## src/rtl/serial_subtractor.sv

```systemverilog
// serial_subtractor: bit-serial unsigned subtractor, diff = a - b computed LSB first.
// Operands arrive on a ready/valid input, and the result leaves on a ready/valid output.
// The datapath is one full-subtractor cell plus a registered borrow, so an
// operation takes WIDTH shift cycles.
module serial_subtractor #(
    parameter int WIDTH = 8
) (
    input  logic             clk,
    input  logic             rst_n,
    input  logic             in_valid,
    output logic             in_ready,
    input  logic [WIDTH-1:0] a,
    input  logic [WIDTH-1:0] b,
    output logic             busy,
    output logic             out_valid,
    input  logic             out_ready,
    output logic [WIDTH-1:0] diff,
    output logic             borrow_out
);

    localparam int CW = $clog2(WIDTH);
    localparam logic [CW-1:0] CNT_LAST = CW'(WIDTH - 1);

    typedef enum logic [1:0] {
        IDLE  = 2'd0,
        SHIFT = 2'd1,
        DONE  = 2'd2
    } state_t;

    state_t           state_q, state_d;
    logic [WIDTH-1:0] a_sh_q, a_sh_d;
    logic [WIDTH-1:0] b_sh_q, b_sh_d;
    logic [WIDTH-1:0] d_sh_q, d_sh_d;
    logic             br_q, br_d;
    logic [CW-1:0]    cnt_q, cnt_d;
    logic [WIDTH-1:0] diff_q, diff_d;
    logic             borrow_q, borrow_d;

    logic             x_bit;
    logic             y_bit;
    logic             d_bit;
    logic             br_next;

    // Full-subtractor cell acting on the current LSBs and the running borrow
    always_comb begin
        x_bit   = a_sh_q[0];
        y_bit   = b_sh_q[0];
        d_bit   = x_bit ^ y_bit ^ br_q;
        br_next = (~x_bit & y_bit) | (~(x_bit ^ y_bit) & br_q);
    end

    // State register; reset drops any in-flight operation immediately
    always_ff @(posedge clk or negedge rst_n) begin
        if (!rst_n) begin
            state_q <= IDLE;
        end else begin
            state_q <= state_d;
        end
    end

    // Next-state logic: accept in IDLE, count WIDTH shifts, wait for the sink
    always_comb begin
        state_d = state_q;
        case (state_q)
            IDLE:    if (in_valid)            state_d = SHIFT;
            SHIFT:   if (cnt_q == CNT_LAST)   state_d = DONE;
            DONE:    if (out_ready)           state_d = IDLE;
            default:                          state_d = IDLE;
        endcase
    end

    // Handshake outputs decoded directly from the state
    always_comb begin
        in_ready  = (state_q == IDLE);
        busy      = (state_q == SHIFT);
        out_valid = (state_q == DONE);
    end

    // Datapath next values: load on accept, shift one bit per SHIFT cycle, and latch
    // the finished result on the last shift so it stays put until the next result
    always_comb begin
        a_sh_d   = a_sh_q;
        b_sh_d   = b_sh_q;
        d_sh_d   = d_sh_q;
        br_d     = br_q;
        cnt_d    = cnt_q;
        diff_d   = diff_q;
        borrow_d = borrow_q;
        case (state_q)
            IDLE: begin
                if (in_valid) begin
                    a_sh_d = a;
                    b_sh_d = b;
                    br_d   = 1'b0;
                    cnt_d  = '0;
                end
            end
            SHIFT: begin
                a_sh_d = {1'b0, a_sh_q[WIDTH-1:1]};
                b_sh_d = {1'b0, b_sh_q[WIDTH-1:1]};
                d_sh_d = {d_bit, d_sh_q[WIDTH-1:1]};
                br_d   = br_next;
                cnt_d  = cnt_q + CW'(1);
                if (cnt_q == CNT_LAST) begin
                    diff_d   = {d_bit, d_sh_q[WIDTH-1:1]};
                    borrow_d = br_next;
                end
            end
            default: ;
        endcase
    end

    // Datapath registers
    always_ff @(posedge clk or negedge rst_n) begin
        if (!rst_n) begin
            a_sh_q   <= '0;
            b_sh_q   <= '0;
            d_sh_q   <= '0;
            br_q     <= 1'b0;
            cnt_q    <= '0;
            diff_q   <= '0;
            borrow_q <= 1'b0;
        end else begin
            a_sh_q   <= a_sh_d;
            b_sh_q   <= b_sh_d;
            d_sh_q   <= d_sh_d;
            br_q     <= br_d;
            cnt_q    <= cnt_d;
            diff_q   <= diff_d;
            borrow_q <= borrow_d;
        end
    end

    assign diff       = diff_q;
    assign borrow_out = borrow_q;

endmodule

```

## config.mk

```make
export PLATFORM = sky130hd
export DESIGN_NAME = serial_subtractor
export DESIGN_NICKNAME = d
export VERILOG_FILES = /design/src/rtl/serial_subtractor.sv
export SDC_FILE = /design/constraint.sdc
export NUM_CORES = 1
export LEC_CHECK = 0
export CAP_MARGIN = 20
export CORE_UTILIZATION = 32
export DETAILED_ROUTE_END_ITERATION = 8
export HOLD_SLACK_MARGIN = 0.02
export PLACE_DENSITY = 0.5
export SKIP_CTS_REPAIR_TIMING = 1
export SLEW_MARGIN = 40
export SYNTH_ARGS = -nofsm -noshare
export SYNTH_HDL_FRONTEND = slang
export SYNTH_SLANG_ARGS = --single-unit
```

## constraint.sdc

```tcl
create_clock -name clk -period 2.79 [get_ports clk]
set_clock_uncertainty 0.2 [all_clocks]
set_input_delay 0.6975 -clock clk [delete_from_list [all_inputs] [get_ports clk]]
set_output_delay 0.6975 -clock clk [all_outputs]
set_load 0.01 [all_outputs]
```

==> flow_summary.json <==
{
  "yosysTopAreaCellShare_pct": 55.7,
  "fp.dieH_um": 75.1,
  "cp_data_arrival_time_ns": 1.63,
  "cp.required_ns": 1.89,
  "yosys-top-cells-area": "dfrtp_1 56%, nand2_1 7.0%, a221o_1 4.7%",
  "drtPass1Iterations": 4,
  "drive_above_1_share_pct": 8.42,
  "setup_viol": 0,
  "row_count": 26,
  "cts_sinks": 38,
  "cts.clk_slew.worst_paths_ns": 0.08,
  "cts_root_buf": "clkbuf_8",
  "cp_max_fo": 19,
  "ys_types": 29,
  "grt-ovfl-total": 0,
  "syn-cell-area_um2": 1710,
  "ys_seq_area_share_pct": 55.7,
  "max_slew_margin_pct": 51.4,
  "grt_usage_pct": 13.7,
  "hold_viol": 0,
  "grt_first_pass_wirelength_mm": 5.58,
  "h-tree-depth": 2,
  "numCtsBuffers": 5,
  "p_comb_share_pct": 40.4,
  "die_area_um2": 5630,
  "yosys_warnings": 0,
  "p_int_w": 0.00146,
  "gp_congestion": 0.734,
  "reg2reg_to": "b_sh_q[6]",
  "status": "completed",
  "drc": 0,
  "crit-reg2reg-launch": "state_q[0]",
  "p_leak_nw": 0.984,
  "fmax_mhz": 396,
  "min_period_over_period_pct": 90.6,
  "rsz0062_at_grt": "false",
  "grt_pass1_vias": 1185,
  "crit_type": "register to output pin",
  "clkLatencyLatePin_ns": 0.29,
  "area_delta_synth_final_pct": 26.5,
  "grt_antenna_before_repair": 0,
  "syn_nets": 180,
  "wl_mm": 3.44,
  "cts_tree": "yes",
  "drt_iter0_drc": 70,
  "final_common_cell": "dfrtp_1",
  "fin_nets": 212,
  "grt_max_degree": 39,
  "wl_per_cell_um": 13.2,
  "seqCellArea_um2": 951,
  "drv_slew": 0,
  "powerDensity_nw_per_um2": 1040,
  "vias_per_cell": 4.82,
  "start_kind": "register",
  "switchingPower_w": 0.000779,
  "io_pins": 32,
  "syn_inst": 157,
  "ir_drop_mv": 0.432,
  "ant_nets": 0,
  "ys_seq_elements": 38,
  "cp-end-kind": "output pin",
  "worst_pin_slew_ns": 0.727,
  "dpl.hpwl_mm": 2.25,
  "r2r_slack_ns": 0.77,
  "clockBufferDepth": 2,
  "setup_ws_ns": 0.263,
  "post_synth.cell_area_avg_um2": 10.9,
  "p_clk_share_pct": 17.7,
  "fill_cells": 507,
  "multi_input_area_um2": 668,
  "synth_top_cell_by_area": "dfrtp_1",
  "reg2regPathDepth": 4,
  "start_util_pct": 33.4,
  "dp_slack_ns": 0.0507,
  "num_antenna_cells": 0,
  "hold_path.class": "primary input to async pin",
  "die_width_um": 75.1,
  "cap_violations": 0,
  "p_seq_share_pct": 41.9,
  "coreArea_um2": 5110,
  "mostFrequentLayoutCells": "38 x dfrtp_1, 32 x nand2_1, 30 x clkdlybuf4s50_1",
  "sw_frac_of_total_pct": 34.7,
  "setup_tns_ns": 0,
  "final_cell_area_um2": 2160,
  "placed_area_um2": 2070,
  "io_buffers": 31,
  "min_period_ns": 2.53,
  "vias": 1253
}
logic make-up (layout without fill, tap and decap cells):
| kind of cell | Yosys count | in the layout | share of synthesized area [%] |
|---|---|---|---|
| AND/OR/NAND/NOR | 56 | 56 | 15.8 |
| flip-flops | 38 | 38 | 55.7 |
| adder cells (fa/ha/maj) | 3 | 3 | 2.64 |
| AO/OA/AOI/OAI | 36 | 36 | 15.4 |
| buffers and inverters | 16 | 49 | 5.20 |
| multiplexers | 8 | 8 | 5.27 |
synthesized netlist by cell type:
| cell | count |
|---|---|
| dfrtp_1 | 38 |
| nand2_1 | 32 |
| nand2b_1 | 11 |
| a221o_1 | 8 |
| o21ai_0 | 8 |
| mux2_1 | 7 |
| buf_2 | 6 |
| inv_1 | 6 |
| o21ai_1 | 6 |
| nor2_1 | 4 |
| a2bb2oi_1 | 3 |
| o22a_1 | 3 |
| a211oi_1 | 2 |
| a21oi_1 | 2 |
| a22o_1 | 2 |
| buf_6 | 2 |
| ha_1 | 2 |
| nand3b_1 | 2 |
| nor3_1 | 2 |
| nor3b_1 | 2 |
| buf_4 | 1 |
| fa_1 | 1 |
| inv_4 | 1 |
| mux2_2 | 1 |
| nand2b_4 | 1 |
| nor2b_1 | 1 |
| o221a_2 | 1 |
| o22ai_1 | 1 |
| or2_1 | 1 |
final cells by class:
cell class	instances	share of cell area [%]
Clock buffer	6	3.82
Clock inverter	2	0.579
Inverter	7	1.33
Multi-Input combinational cell	103	30.9
Sequential cell	38	44.0
Tap cell	70	4.05
Timing Repair Buffer	34	15.3
per-layer routing:
layer  vias to the layer above  global-route usage [%]  routed length (um)
li1                        607                       -                   -
met1                       603                    18.6                1720
met2                        36                    20.0                1500
met3                         7                    4.02                 157
met4                         0                    6.29                  60
met5                         -                       0                   0
worst max path at each step:
| stage | startpoint | to | slack [ns] | cells after the start |
|---|---|---|---|---|
| 2_1_floorplan | state_q[1] | busy | 1.01 | 4 |
| 3_3_place_gp | in_valid | b_sh_q[6] | 0.14 | 4 |
| 3_5_place_dp | in_valid | b_sh_q[6] | 0.05 | 4 |
| 4_1_cts | state_q[1] | busy | 0.24 | 3 |
| 5_1_grt | state_q[1] | out_valid | 0.17 | 4 |
| 6_report | state_q[1] | busy | 0.26 | 3 |
power groups by stage:
stage / Combinational (W) / Clock [W] / Sequential, W
global route: 0.00102 / 0.000431 / 0.000972
finish: 0.000906 / 0.000398 / 0.000940
detailed placement: 0.000923 / 0 / 0.000950
global placement: 0.000898 / 0 / 0.000944
CTS: 0.000923 / 0.000416 / 0.000942
floorplan: 0.000601 / 0 / 0.000950
metrics by stage:
stage / instances / utilization (%) / total power (W) / hold WS [ns]
2_1_floorplan: 157 / - / 0.00155 / 0.202
3_3_place_gp: 252 / 40.4 / 0.00184 / 0.258
3_5_place_dp: 252 / 40.4 / 0.00187 / 0.268
4_1_cts: 260 / 42.3 / 0.00228 / 0.173
5_1_grt: 260 / 42.3 / 0.00243 / 0.192
6_report: 260 / 42.3 / 0.00224 / 0.158
critical path: stages, from the launching register on:
cell and delay [ns]:
dfrtp_1 0.37, nand2b_1 0.19, inv_4 0.20, clkdlybuf4s50_1 0.57
sequential cells by signal, summed over array words and instances, names as in the netlist:
name and flops:
br_q 1, diff 8, borrow_out 1, a_sh_q 8, d_sh_q 7, b_sh_q 8
state_q 2, cnt_q 3
No activity file was read; power rests on OpenSTA's default activity.
